### src/rtl/bcd_counter_n.sv
// bcd_counter_n: DIGITS-digit cascaded BCD counter with count enable, parallel load (per-digit
// clamp to 9), wrap or saturate at the range limits, combinational terminal count and a
// registered one-cycle wrap pulse.
// Optional feature macro: BCD_DOWN_EN enables down-counting through `up`; when undefined the
// counter is up-only and `up` is ignored.
module bcd_counter_n #(
  parameter int unsigned DIGITS   = 4,
  parameter int unsigned SATURATE = 0
) (
  input  logic                clock,
  input  logic                clear,
  input  logic                count,
  input  logic                up,
  input  logic                load,
  input  logic [4*DIGITS-1:0] load_value,
  output logic [4*DIGITS-1:0] Q,
  output logic                tc,
  output logic                wrap
);

  localparam int unsigned W = 4 * DIGITS;

  logic [W-1:0] q_d, q_q;
  logic         wrap_d, wrap_q;

  logic         dir_up;
  logic         at_limit;
  logic         all_nines;
  logic [W-1:0] up_val;
  logic [3:0]   up_dig;
  logic         carry;
  logic [W-1:0] load_clamped;
  logic [3:0]   ld_dig;

`ifdef BCD_DOWN_EN
  logic [W-1:0] down_val;
  logic [3:0]   dn_dig;
  logic         borrow;
  logic         all_zeros;

  assign dir_up   = up;
  assign at_limit = dir_up ? all_nines : all_zeros;
`else
  // Port kept for interface compatibility; up-only build ignores it.
  logic unused_up;

  assign unused_up = up;
  assign dir_up    = 1'b1;
  assign at_limit  = all_nines;
`endif

  // Increment with ripple carry; all-nines rolls naturally to all-zeros.
  always_comb begin
    up_val    = q_q;
    all_nines = 1'b1;
    carry     = 1'b1;
    up_dig    = '0;
    for (int k = 0; k < int'(DIGITS); k++) begin
      up_dig = q_q[4*k +: 4];
      if (up_dig != 4'd9) all_nines = 1'b0;
      if (carry) begin
        up_val[4*k +: 4] = (up_dig == 4'd9) ? 4'd0 : up_dig + 4'd1;
        carry            = (up_dig == 4'd9);
      end
    end
  end

`ifdef BCD_DOWN_EN
  // Decrement with ripple borrow; all-zeros rolls naturally to all-nines.
  always_comb begin
    down_val  = q_q;
    all_zeros = 1'b1;
    borrow    = 1'b1;
    dn_dig    = '0;
    for (int k = 0; k < int'(DIGITS); k++) begin
      dn_dig = q_q[4*k +: 4];
      if (dn_dig != 4'd0) all_zeros = 1'b0;
      if (borrow) begin
        down_val[4*k +: 4] = (dn_dig == 4'd0) ? 4'd9 : dn_dig - 4'd1;
        borrow             = (dn_dig == 4'd0);
      end
    end
  end
`endif

  // Per-digit clamp of load data so no digit above 9 can ever be stored.
  always_comb begin
    load_clamped = '0;
    ld_dig       = '0;
    for (int k = 0; k < int'(DIGITS); k++) begin
      ld_dig                 = load_value[4*k +: 4];
      load_clamped[4*k +: 4] = (ld_dig > 4'd9) ? 4'd9 : ld_dig;
    end
  end

  // Next state: load beats count; at the limit either hold (saturate) or wrap with a pulse.
  always_comb begin
    q_d    = q_q;
    wrap_d = 1'b0;
    if (load) begin
      q_d = load_clamped;
    end else if (count) begin
      if (!(at_limit && (SATURATE != 0))) begin
`ifdef BCD_DOWN_EN
        q_d = dir_up ? up_val : down_val;
`else
        q_d = up_val;
`endif
        wrap_d = at_limit;
      end
    end
  end

  // Count and wrap registers; clear is asynchronous and overrides everything.
  always_ff @(posedge clock or posedge clear) begin
    if (clear) begin
      q_q    <= '0;
      wrap_q <= 1'b0;
    end else begin
      q_q    <= q_d;
      wrap_q <= wrap_d;
    end
  end

  // Terminal count is combinational so a downstream stage can chain on it in the same cycle.
  assign tc   = count & ~load & ~clear & at_limit;
  assign Q    = q_q;
  assign wrap = wrap_q;

endmodule

### config.mk
export PLATFORM = sky130hd
export DESIGN_NAME = bcd_counter_n
export DESIGN_NICKNAME = d
export VERILOG_FILES = /design/src/rtl/bcd_counter_n.sv
export SDC_FILE = /design/constraint.sdc
export NUM_CORES = 1
export LEC_CHECK = 0
export ABC_CLOCK_PERIOD_IN_PS = 1660
export CAP_MARGIN = 20
export CORE_MARGIN = 5
export CORE_UTILIZATION = 40
export DETAILED_ROUTE_END_ITERATION = 7
export PLACE_DENSITY = 0.75
export SLEW_MARGIN = 40
export SYNTH_ARGS = -nofsm -noshare
export SYNTH_HDL_FRONTEND = slang
export SYNTH_SLANG_ARGS = --single-unit
### constraint.sdc
create_clock -name clock -period 1.66 [get_ports clock]
set_input_delay 0.415 -clock clock [delete_from_list [all_inputs] [get_ports clock]]
set_output_delay 0.415 -clock clock [all_outputs]
set_load 0.03 [all_outputs]
* Yosys cells after proc, flatten, opt, wreduce, memory -nomap -nowiden *
Index checks and enable logic that the tools add are counted.

storage, ports and cells
  flip-flop bits (word level) = 17
  input port bits = 21
  word-level logic and storage cells = 54

cells by class
  $add $sub $neg = 4
  magnitude comparators = 4
  eq/ne operators = 8
  muxes and demuxes = 21
  bitwise operators = 5
  reduce and logical (&&, ||, !) cells = 7

operator list
  kind                                          number
  2-to-1 mux 4 bit                              11
  2-to-1 mux 16 bit                             2
  adder 4 x 1 -> 4 bit, second input constant   4
  equality test 4 bit, second input constant    4
  > comparator 4 bit, second input constant     4
  inequality test 4 bit, second input constant  4
  2-to-1 mux 1 bit                              8
  nonzero test 2 bit                            4
  AND reduction 2 bit                           3
  AND 1 bit                                     3
  NOT 1 bit                                     2

* Longest topological paths before layout *
  depth in word-level cells = 7
  depth in mapped cells = 6
  gate-level depth less buffers = 4

* Worst setup path before layout *
No wires, ideal clock.

  kind = register to output
  from = register q_q[5] (netlist: Q[5])
  to = output port tc
  arrival = 1.706 ns
  required time = 1.245 ns
  slack = -0.461 ns
  stages on the path, launching flop included = 6
  path buffers = 1
  path through = dfrtp_1 and4bb_2 and4_4 buf_6 and4_2 and2_1

between the ends
  word-level cells in the longest chain between the ends = 5

ends and longest elaborated chain
  what                           line  source
  start: declaration             23    logic [W-1:0] q_d, q_q;
  start signal: assignment       120   q_q <= q_d;
  inequality test 4 bit          60    if (up_dig != 4'd9) all_nines = 1'b0;
  2-to-1 mux 1 bit (3 in a row)  60
  AND 1 bit                      126   assign tc = count & ~load & ~clear & at_limit;
  end: declaration               17    output logic tc,

Every way passes these cells.

* Worst setup path in the final report *
  from = register q_q[6] (netlist: Q[6])
  to = output port tc

The elaborated chain is that of the path after synthesis.

==> flow_summary.ini <==
[clocking]
clockBufferDepth = 2
clock_sinks = 17
path_clk_slew_ns = 0.10
cts_tree = done
cts-buffers-inserted = 3
insertion_delay_ns = 0.29
hold_buffers = 0
cts-htree-levels = 1
cts_root_buf = clkbuf_4

[die]
die_height_um = 62.8
dieArea_um2 = 3940
rows = 19
io_pins = 39
initial_core_util_pct = 41.1
die_x_um = 62.8
fp.coreArea_um2 = 2710

[global_route]
overflow = 0
grt.total_usage_pct = 16.0
antenna_found_initial = 0
grt_start_max_net_pins = 30
grt_pass1_vias = 1144
grt_pass1_wl_um = 5150

[setup_path]
slowest_stage = dfrtp_2
cpLargestDelayFamily = simple AND/OR/NAND/NOR gates
crit_fanout = 5
reg2reg_slack_ns = 0.09
ff2ff_path_depth = 5
timing.rr.start = Q[6]
endpoint = tc
r2r-end = Q[14]
cp-startpoint = Q[6]
cp.required_ns = 1.24
crit_chain = and4bb_2, and4_4, and4_4, and2_4, buf_6
cp_slowest_stage_delay_ns = 0.45
worst-path-stages = 5
worstPathArrival_ns = 1.74
cp-end-kind = output pin
path_buf_inv = 1
crit_type = reg -> out
crit_top_cell = and4_4
cp-start-kind = register

[synth]
syn_avg_cell_area_um2 = 8.92
synth_cells = 125
ys_ff_latch = 17
synthDistinctLibCells = 39
syn_area_um2 = 1110
yosysWarnings = 0
ys_seq_area_share_pct = 38.2
synth.net_count = 146

[drt]
remaining_drc_errors = 0
drtAntennaViolNets = 0
viasPerCell = 5.40
wl_per_cell_um = 14.0
first_iter_violations = 53
routed_wl_um = 3020
drt_pass1_iterations = 4
vias = 1160

[power_and_ir_drop]
power_density_nw_per_um2 = 752
vdd.ir_drop.worst_uv = 576
p_leak_nw = 0.775

[sta]
setup_viol = 1
clock.fmax_mhz = 464
grt_setup_unrepaired = yes
skew_ns = 0.00214
finalCritPeriodShare_pct = 130
period_needed_ns = 2.16
setup_slack_ns = -0.496
final-max-slew-violation-count = 0
tightest_slew_ns = 0.306
slew_headroom_pct = 79.7
hold_viol = 0

[finish]
antenna_cells = 0
fin_nets = 206
fin_area_um2 = 1680
final_common_cell = buf_4
drive_gt1_share_pct = 27.7
syn_to_final_growth_pct = 51.1
final_cell_mix = buf_4 (23), clkdlybuf4s50_1 (18), o21ai_0 (15)

[placement]
place_area_um2 = 1660
hpwl_um = 2320
pre_cts_slack_ns = -0.542
place_congestion = 0.827
io_buffer_count = 37

[worst_hold_path]
holdCritPathClass = in -> async

[run_status]
status = complete, but fails checks
violations = setup timing

[run]
drv_cap = 0
metal layers:
metal  global-route usage [%]  up-vias  part of all wire (%)  routed length, µm
met5                        0        -                     0                  0
met4                     6.63        0                  0.89                 27
li1                         -      574                     -                  -
met3                     2.52        2                   3.3                 99
met2                     26.8       33                    52               1580
met1                     20.2      551                    44               1320
synth_stat cells:
cell type / n / share of area (%)
xnor2_1: 3 / 2.4
and4_4: 1 / 1.0
and3_1: 2 / 1.1
a41o_2: 1 / 1.0
o32a_2: 1 / 1.0
nor3_1: 1 / 0.45
nand2_1: 9 / 3.0
nand2b_1: 3 / 1.7
a211oi_1: 1 / 0.67
o2111ai_1: 1 / 0.79
and4_2: 1 / 0.90
and2_2: 1 / 0.67
a21oi_1: 5 / 2.2
mux2i_1: 5 / 4.5
nand3b_1: 1 / 0.67
and4bb_2: 2 / 2.2
nor3b_1: 4 / 2.7
and2b_2: 1 / 0.79
nor2_1: 8 / 2.7
a221oi_1: 2 / 1.6
buf_2: 1 / 0.45
a211o_1: 1 / 0.79
nor2b_1: 6 / 3.4
and3b_1: 1 / 0.79
o21ai_0: 15 / 6.7
and4b_1: 1 / 0.90
and2_1: 1 / 0.56
o22ai_1: 1 / 0.56
nand4_1: 3 / 1.7
o21a_1: 4 / 2.7
dfrtp_1: 17 / 38
buf_6: 2 / 2.0
clkbuf_1: 3 / 1.0
inv_1: 6 / 2.0
nand3_1: 4 / 1.8
o31a_1: 1 / 0.79
o211ai_1: 1 / 0.67
a31oi_1: 1 / 0.56
xor2_1: 3 / 2.4
power breakdown:
group / switching [W] / internal (W)
combinational: 0.000292 / 0.000245
clock: 0.000138 / 0.0000934
sequential: 0.0000323 / 0.000465
state kept, by name, indices dropped and copies added, names as in the netlist:
signal / cells
wrap: 1
Q: 16
worst min path at each step:
stage / depth (start not counted) / from / end / slack, ns
finish: 3 / clear / Q[12] / 0.49
global route: 3 / clear / Q[3] / 0.52
CTS: 3 / clear / Q[12] / 0.50
detailed placement: 1 / Q[13] / Q[13] / 0.61
global placement: 1 / Q[13] / Q[13] / 0.60
floorplan: 1 / clear / Q[11] / 0.35
what timing repair did:
action                     4_1_cts  5_1_grt
pin swaps                        5        3
setup endpoints to repair       18       13
buffers inserted                 1        2
resized for setup               19       13
cloned                           0        0
worst min-delay path: cells and delay by family:
family / cells / cell delay, ns
buffers and inverters: 3 / 0.75
cell type report:
| class | instances | area (µm²) |
|---|---|---|
| Clock buffer | 4 | 26.3 |
| Tap cell | 31 | 38.8 |
| Inverter | 6 | 22.5 |
| Sequential cell | 17 | 437 |
| Multi-Input combinational cell | 96 | 638 |
| Fill cell | 262 | 1030 |
| Timing Repair Buffer | 61 | 522 |
through the flow:
step	utilization, %	std cells	setup TNS, ns	hold slack (ns)	power (W)
after global routing	62.1	215	-0.571	0.519	0.00135
after floorplan	-	125	-0.292	0.349	0.000802
after detailed placement	61.1	208	-3.12	0.610	0.00107
after global placement	61.1	208	-2.96	0.600	0.00105
final	62.1	215	-0.496	0.489	0.00127
after CTS	61.6	213	-0.494	0.495	0.00127
logic make-up after synthesis:
logic type                share of synthesized area (%)
buffers and inverters                              5.50
xor gates and xnor gates                           4.71
DFF                                                38.2
AOI/OAI and AO/OA                                  20.1
and+or+nand+nor                                    27.0
muxes                                              4.49
(Power assumes the default switching activity.)
